## src/rtl/ntt_coeff_unpacker_if.sv

```systemverilog
// Handshake bundle between the AXI burst write path, the unpacker and the coefficient RAM.
// Latency: none (wires only).
// Backpressure: s_ready and m_ready are carried combinationally.
//
// Signals:
//   s_data/s_valid/s_last/s_ready   packed 32-bit words from the burst write path
//   m_coeff/m_addr/m_valid/m_ready  coefficient writes towards the RAM
// Modports:
//   slave  - unpacker view (sinks words, sources RAM writes)
//   master - view of the environment driving words and absorbing writes
interface ntt_coeff_unpacker_if #(
  parameter int COEFF_W = 12,
  parameter int ADDR_W  = 8
);
  logic [31:0]        s_data;
  logic               s_valid;
  logic               s_last;
  logic               s_ready;
  logic [COEFF_W-1:0] m_coeff;
  logic [ADDR_W-1:0]  m_addr;
  logic               m_valid;
  logic               m_ready;

  modport slave (
    input  s_data, s_valid, s_last, m_ready,
    output s_ready, m_coeff, m_addr, m_valid
  );

  modport master (
    output s_data, s_valid, s_last, m_ready,
    input  s_ready, m_coeff, m_addr, m_valid
  );
endinterface

```

## src/rtl/ntt_coeff_unpacker.sv

```systemverilog
// Unpacks 32-bit words (two COEFF_W coefficients, low half first) into sequential NTT RAM writes.
// Latency: first coefficient one cycle after word acceptance; 1 coeff/cycle sustained.
// Backpressure: s_ready only in EMPTY, or in HOLD_HI combinationally from m_ready; outputs hold while m_ready=0.
//
// Ports:
//   i_aclk, i_areset (async, active high), i_clr (sync clear, wins over a word handshake)
//   io_bus     - word input and RAM write output (ntt_coeff_unpacker_if.slave)
//   o_done     - one-cycle pulse after the write at address N-1
//   o_frame_err- sticky: s_last not on word N/2-1, or word N/2-1 without s_last
//   o_range_err- sticky: a coefficient >= Q was seen (only with COEFF_RANGE_CHECK_EN)
// Optional feature: define COEFF_RANGE_CHECK_EN to reduce coefficients >= Q by one subtraction of Q.
module ntt_coeff_unpacker #(
  parameter int COEFF_W = 12,
  parameter int N       = 256,
  parameter int ADDR_W  = 8,
  parameter int Q       = 3329
) (
  input  logic                i_aclk,
  input  logic                i_areset,
  input  logic                i_clr,
  ntt_coeff_unpacker_if.slave io_bus,
  output logic                o_done,
  output logic                o_frame_err,
  output logic                o_range_err
);
  localparam logic [ADDR_W-1:0] LAST_ADDR = ADDR_W'(N - 1);

  typedef enum logic [1:0] {
    ST_EMPTY   = 2'd0,
    ST_HOLD_LO = 2'd1,
    ST_HOLD_HI = 2'd2
  } state_t;

  state_t             r_state;
  state_t             w_state_nxt;
  logic [COEFF_W-1:0] r_lo;
  logic [COEFF_W-1:0] r_hi;
  logic               r_last;
  logic [ADDR_W-1:0]  r_addr;
  logic               r_done;
  logic               r_frame_err;

  logic               w_s_rdy;
  logic               w_m_vld;
  logic               w_s_acc;
  logic               w_m_acc;
  logic               w_addr_end;
  logic [COEFF_W-1:0] w_raw;
  logic [COEFF_W-1:0] w_coeff;

  assign w_s_acc    = io_bus.s_valid & w_s_rdy;
  // A write coinciding with clr is discarded along with everything else.
  assign w_m_acc    = w_m_vld & io_bus.m_ready & ~i_clr;
  assign w_addr_end = (r_addr == LAST_ADDR);

  // State register
  always_ff @(posedge i_aclk or posedge i_areset) begin
    if (i_areset) begin
      r_state <= ST_EMPTY;
    end else if (i_clr) begin
      r_state <= ST_EMPTY;
    end else begin
      r_state <= w_state_nxt;
    end
  end

  // Next-state logic
  always_comb begin
    w_state_nxt = r_state;
    case (r_state)
      ST_EMPTY:   if (w_s_acc) w_state_nxt = ST_HOLD_LO;
      ST_HOLD_LO: if (io_bus.m_ready) w_state_nxt = ST_HOLD_HI;
      ST_HOLD_HI: if (io_bus.m_ready) w_state_nxt = w_s_acc ? ST_HOLD_LO : ST_EMPTY;
      default:    w_state_nxt = ST_EMPTY;
    endcase
  end

  // Output logic
  always_comb begin
    w_s_rdy = 1'b0;
    w_m_vld = 1'b0;
    w_raw   = '0;
    case (r_state)
      ST_EMPTY: begin
        w_s_rdy = ~i_clr;
      end
      ST_HOLD_LO: begin
        w_m_vld = 1'b1;
        w_raw   = r_lo;
      end
      ST_HOLD_HI: begin
        w_m_vld = 1'b1;
        w_raw   = r_hi;
        // Refill in the same cycle the high half leaves: no bubble between words.
        w_s_rdy = io_bus.m_ready & ~i_clr;
      end
      default: ;
    endcase
  end

`ifdef COEFF_RANGE_CHECK_EN
  localparam logic [COEFF_W-1:0] Q_W = COEFF_W'(Q);
  logic w_over;
  logic r_range_err;

  // Single conditional subtraction on the output path; values >= 2Q are only partially reduced.
  assign w_over  = (w_raw >= Q_W);
  assign w_coeff = w_over ? (w_raw - Q_W) : w_raw;

  always_ff @(posedge i_aclk or posedge i_areset) begin
    if (i_areset) begin
      r_range_err <= 1'b0;
    end else if (i_clr) begin
      r_range_err <= 1'b0;
    end else if (w_m_acc && w_over) begin
      r_range_err <= 1'b1;
    end
  end
  assign o_range_err = r_range_err;
`else
  assign w_coeff     = w_raw;
  assign o_range_err = 1'b0;
`endif

  // Word register, address counter and flags
  always_ff @(posedge i_aclk or posedge i_areset) begin
    if (i_areset) begin
      r_lo        <= '0;
      r_hi        <= '0;
      r_last      <= 1'b0;
      r_addr      <= '0;
      r_done      <= 1'b0;
      r_frame_err <= 1'b0;
    end else if (i_clr) begin
      r_lo        <= '0;
      r_hi        <= '0;
      r_last      <= 1'b0;
      r_addr      <= '0;
      r_done      <= 1'b0;
      r_frame_err <= 1'b0;
    end else begin
      r_done <= w_m_acc & w_addr_end;
      if (w_s_acc) begin
        r_lo   <= io_bus.s_data[COEFF_W-1:0];
        r_hi   <= io_bus.s_data[16 +: COEFF_W];
        r_last <= io_bus.s_last;
      end
      if (w_m_acc) begin
        // The high half of word N/2-1 always sits at N-1, so the frame check
        // is a comparison of s_last against the address end marker.
        if (r_state == ST_HOLD_HI && (r_last || w_addr_end)) begin
          r_addr <= '0;
        end else begin
          r_addr <= r_addr + 1'b1;
        end
        if (r_state == ST_HOLD_HI && (r_last != w_addr_end)) begin
          r_frame_err <= 1'b1;
        end
      end
    end
  end

  assign io_bus.s_ready = w_s_rdy;
  assign io_bus.m_valid = w_m_vld;
  assign io_bus.m_coeff = w_coeff;
  assign io_bus.m_addr  = r_addr;
  assign o_done         = r_done;
  assign o_frame_err    = r_frame_err;
endmodule

```

## src/flat_wrapper.sv

```systemverilog
// flat-port wrapper written by rule: the top's interface ports become plain ports
module ntt_coeff_unpacker_flat 
#(
  parameter int COEFF_W = 12,
  parameter int N       = 256,
  parameter int ADDR_W  = 8,
  parameter int Q       = 3329
)
  (i_aclk, i_areset, i_clr, o_done, o_frame_err, o_range_err, io_bus_s_data, io_bus_s_valid, io_bus_s_last, io_bus_m_ready, io_bus_s_ready, io_bus_m_coeff, io_bus_m_addr, io_bus_m_valid);
  ntt_coeff_unpacker_if #(.COEFF_W(COEFF_W), .ADDR_W(ADDR_W)) io_bus_i ();
  input  logic i_aclk;
  input  logic i_areset;
  input  logic i_clr;
  output logic o_done;
  output logic o_frame_err;
  output logic o_range_err;
  input wire logic [$bits(io_bus_i.s_data)-1:0] io_bus_s_data;
  input wire logic [$bits(io_bus_i.s_valid)-1:0] io_bus_s_valid;
  input wire logic [$bits(io_bus_i.s_last)-1:0] io_bus_s_last;
  input wire logic [$bits(io_bus_i.m_ready)-1:0] io_bus_m_ready;
  output wire logic [$bits(io_bus_i.s_ready)-1:0] io_bus_s_ready;
  output wire logic [$bits(io_bus_i.m_coeff)-1:0] io_bus_m_coeff;
  output wire logic [$bits(io_bus_i.m_addr)-1:0] io_bus_m_addr;
  output wire logic [$bits(io_bus_i.m_valid)-1:0] io_bus_m_valid;
  assign io_bus_i.s_data = io_bus_s_data;
  assign io_bus_i.s_valid = io_bus_s_valid;
  assign io_bus_i.s_last = io_bus_s_last;
  assign io_bus_i.m_ready = io_bus_m_ready;
  assign io_bus_s_ready = io_bus_i.s_ready;
  assign io_bus_m_coeff = io_bus_i.m_coeff;
  assign io_bus_m_addr = io_bus_i.m_addr;
  assign io_bus_m_valid = io_bus_i.m_valid;
  ntt_coeff_unpacker #(.COEFF_W(COEFF_W), .N(N), .ADDR_W(ADDR_W), .Q(Q)) u_core (.i_aclk(i_aclk), .i_areset(i_areset), .i_clr(i_clr), .io_bus(io_bus_i), .o_done(o_done), .o_frame_err(o_frame_err), .o_range_err(o_range_err));
endmodule
```

## config.mk

```make
export PLATFORM = sky130hd
export DESIGN_NAME = ntt_coeff_unpacker_flat
export DESIGN_NICKNAME = d
export VERILOG_FILES = /design/src/rtl/ntt_coeff_unpacker_if.sv /design/src/rtl/ntt_coeff_unpacker.sv /design/src/flat_wrapper.sv
export SDC_FILE = /design/constraint.sdc
export NUM_CORES = 1
export LEC_CHECK = 0
export CORE_MARGIN = 2
export CORE_UTILIZATION = 42
export DETAILED_ROUTE_END_ITERATION = 16
export PLACE_DENSITY = 0.77
export SETUP_SLACK_MARGIN = 0.2
export SLEW_MARGIN = 0
export SYNTH_ARGS = -nofsm -noshare
export SYNTH_HDL_FRONTEND = slang
export SYNTH_SLANG_ARGS = --single-unit
```

## constraint.sdc

```tcl
create_clock -name i_aclk -period 1.8 [get_ports i_aclk]
set_input_delay 0.27 -clock i_aclk [delete_from_list [all_inputs] [get_ports i_aclk]]
set_output_delay 0.27 -clock i_aclk [all_outputs]
set_load 0.1 [all_outputs]
```

==> results.sh <==
export IMPL_final_antenna_net_count=0
export IMPL_power_density_nw_per_um2=1210
export IMPL_core_um2=4440
export IMPL_post_dp_hpwl_mm=3.55
export IMPL_hold_class="input pin to async pin"
export IMPL_postLayoutCoreUtil_pct=83.9
export IMPL_r2r_cells=9
export IMPL_hold_viol=0
export IMPL_firstDrtPassIters=4
export IMPL_synth_cell_types=35
export IMPL_grt_max_degree=38
export IMPL_cp_end_kind="flop"
export IMPL_cap_violations=0
export IMPL_fin_crit_sh_pct=114
export IMPL_final_max_slew_viol_count=0
export IMPL_fin_ws_ps=-251
export IMPL_portBuffers=53
export IMPL_grt_pass1_wl_mm=10.3
export IMPL_root_buffer="clkbuf_8"
export IMPL_dieArea_um2=5240
export IMPL_violations="negative setup slack"
export IMPL_ir_drop_mv=0.691
export IMPL_finClkSkew_ps=9.78
export IMPL_antenna_found_initial=0
export IMPL_ys_warn_count=0
export IMPL_drt_iter0_drc=219
export IMPL_fp_dieW_um=72.4
export IMPL_cts_buffer_depth=2
export IMPL_wire_per_inst_um=19.5
export IMPL_drc_errors=0
export IMPL_setup_worst_path_start="u_core.io_bus.m_addr[1]$_DFFE_PP0P_"
export IMPL_clock_fmax_ghz=0.488
export IMPL_clkTransAtPathRegs_ps=80
export IMPL_synth_avg_cell_area_um2=9.50
export IMPL_synthCells=207
export IMPL_h_tree_depth=2
export IMPL_insertion_delay_ps=290
export IMPL_area_delta_synth_final_pct=89.8
export IMPL_gr_total_overflow=0
export IMPL_rsz0062_at_grt="true"
export IMPL_power_leakage_nw=1.56
export IMPL_crit_type="flop to flop"
export IMPL_cp_required_ps=1970
export IMPL_final_common_cell="buf_4"
export IMPL_crit_fanout=5
export IMPL_viasPerCell=5.57
export IMPL_rows=24
export IMPL_io_pins=63
export IMPL_syn_nets=251
export IMPL_outcome="finished, violations left"
export IMPL_drive_gt1_share_pct=46.3
export IMPL_syn_area_um2=1970
export IMPL_initial_core_util_pct=44.2
export IMPL_grt_use_total_pct=26.0
export IMPL_place_gp_congestion=0.810
export IMPL_yosys_register_bits=37
export IMPL_grt_pass1_vias=2008
export IMPL_cts_inserted_buffers=5
export IMPL_hold_slack_ps=328
export IMPL_period_needed_ps=2050
export IMPL_cts_sinks=37
export IMPL_cp_data_arrival_time_ps=2220
export IMPL_cts_tree="built"
export IMPL_r2r_end="u_core.io_bus.m_addr[7]$_DFFE_PP0P_"
export IMPL_routed_wl_mm=7.03
export IMPL_dieHeight_um=72.4
export IMPL_vias=2009
export IMPL_antenna_cells=0
export IMPL_rrSetupSlack_ps=-250
export IMPL_timing_rr_start="u_core.io_bus.m_addr[1]$_DFFE_PP0P_"
export IMPL_tns_ps=-3170
export IMPL_setup_viol=40
export IMPL_layout_common_cells="buf_4 (33), dfrtp_1 (30), clkdlybuf4s50_1 (29), buf_12 (29), nand2_1 (25)"
export IMPL_postCtsHoldBufs=0
export IMPL_cp_start_kind="flop"
export IMPL_layout_nets=352
export IMPL_synth_seq_area_share_pct=47.1
## worst max-delay path: stages, from the launching register on
cell,delay (ps)
dfrtp_4,430
ha_4,130
and3_4,170
and3_4,200
nand3_4,90
ha_4,180
and2b_4,300
nor2_4,70
a21o_1,170
a22o_1,200
## layout make-up
type                       instances  area, um^2
fill                             209         714
inverter                           5        21.3
sequential                        37         940
clock buffer                       8        80.1
timing repair buffer             106        1360
tap                               52        65.1
multi-input combinational        153        1260
## worst max-delay path by stage
stage | end | cells past startpoint
6_report | u_core.io_bus.m_addr[7]$_DFFE_PP0P_ | 9
5_1_grt | u_core.io_bus.m_addr[7]$_DFFE_PP0P_ | 9
4_1_cts | u_core.io_bus.m_addr[7]$_DFFE_PP0P_ | 9
3_5_place_dp | u_core.io_bus.m_addr[7]$_DFFE_PP0P_ | 9
3_3_place_gp | u_core.io_bus.m_addr[7]$_DFFE_PP0P_ | 9
2_1_floorplan | u_core.io_bus.m_addr[7]$_DFFE_PP0P_ | 9
## sequential cells by signal, summed over array words and instances, names as in the netlist
name                  count
u_core.r_hi              12
u_core.r_lo              12
u_core.o_frame_err        1
u_core.io_bus.m_addr      8
u_core.r_state            2
u_core.o_done             1
u_core.r_last             1
## power by group
part | switching, mW | internal (mW) | total (mW)
Combinational | 1.43 | 1.41 | 2.84
Clock | 0.297 | 0.275 | 0.572
Sequential | 0.133 | 0.969 | 1.10
## routing by layer
layer  vias to the layer above  GRT usage, %  routed length [um]
met4                         0          9.05                 144
li1                        906             -                   -
met3                        20          5.42                 312
met5                         -             0                   0
met2                        79          43.0                3740
met1                      1004          33.8                2830
## cell usage after synthesis
library cell | instances | area share (%)
nand2b_1 | 22 | 7.0
clkbuf_1 | 6 | 1.1
nor3b_2 | 1 | 0.64
a21o_1 | 1 | 0.38
nand2_1 | 27 | 5.2
and2b_1 | 1 | 0.38
and4_1 | 1 | 0.45
nor2b_1 | 13 | 4.1
nor2_1 | 12 | 2.3
nor2_4 | 1 | 0.57
a41oi_1 | 1 | 0.45
mux2_2 | 1 | 0.57
dfrtp_1 | 37 | 47
and3_1 | 2 | 0.64
o21ai_1 | 25 | 6.4
nor3_1 | 2 | 0.51
a21oi_2 | 1 | 0.45
a31oi_1 | 1 | 0.32
nand3_1 | 2 | 0.51
buf_6 | 4 | 2.3
nand3b_1 | 1 | 0.38
a22o_1 | 2 | 0.89
a2111oi_1 | 1 | 0.51
o21bai_1 | 1 | 0.38
mux2i_1 | 6 | 3.1
and2_1 | 1 | 0.32
conb_1 | 1 | 0.19
nand4_1 | 1 | 0.32
a21oi_1 | 4 | 1.0
inv_1 | 5 | 0.95
o31ai_2 | 1 | 0.64
o41ai_1 | 1 | 0.45
a22oi_1 | 12 | 4.6
ha_1 | 6 | 3.8
buf_4 | 3 | 1.1
## kinds of logic (layout without fill, tap and decap cells)
kind of cell               count (synthesis)  after routing  share of synthesized area [%]
and+or+nand+nor                           87             88                           23.3
DFF                                       37             37                           47.1
muxes                                      7              7                           3.63
buffers and inverters                     18            119                           5.54
AOI/OAI and AO/OA                         51             51                           16.4
adders and majority gates                  6              6                           3.82
other                                      1              1                          0.191
## stage by stage
stage	power [mW]	worst slack [ps]	cell area, um^2	cells
floorplan	2.45	-423	2140	207
global placement	3.01	-152	3050	320
detailed placement	3.06	-217	3050	320
CTS	4.30	-163	3610	355
global route	4.70	-301	3730	361
finish	4.51	-251	3730	361
## timing repair
item                                    in CTS  in global routing
pin swaps                                   11                  9
cloned                                       4                  0
gates resized for setup                     40                 15
endpoints found under the setup margin      38                 50
setup buffers                               23                  6
Power figures use the tool's default switching activity.
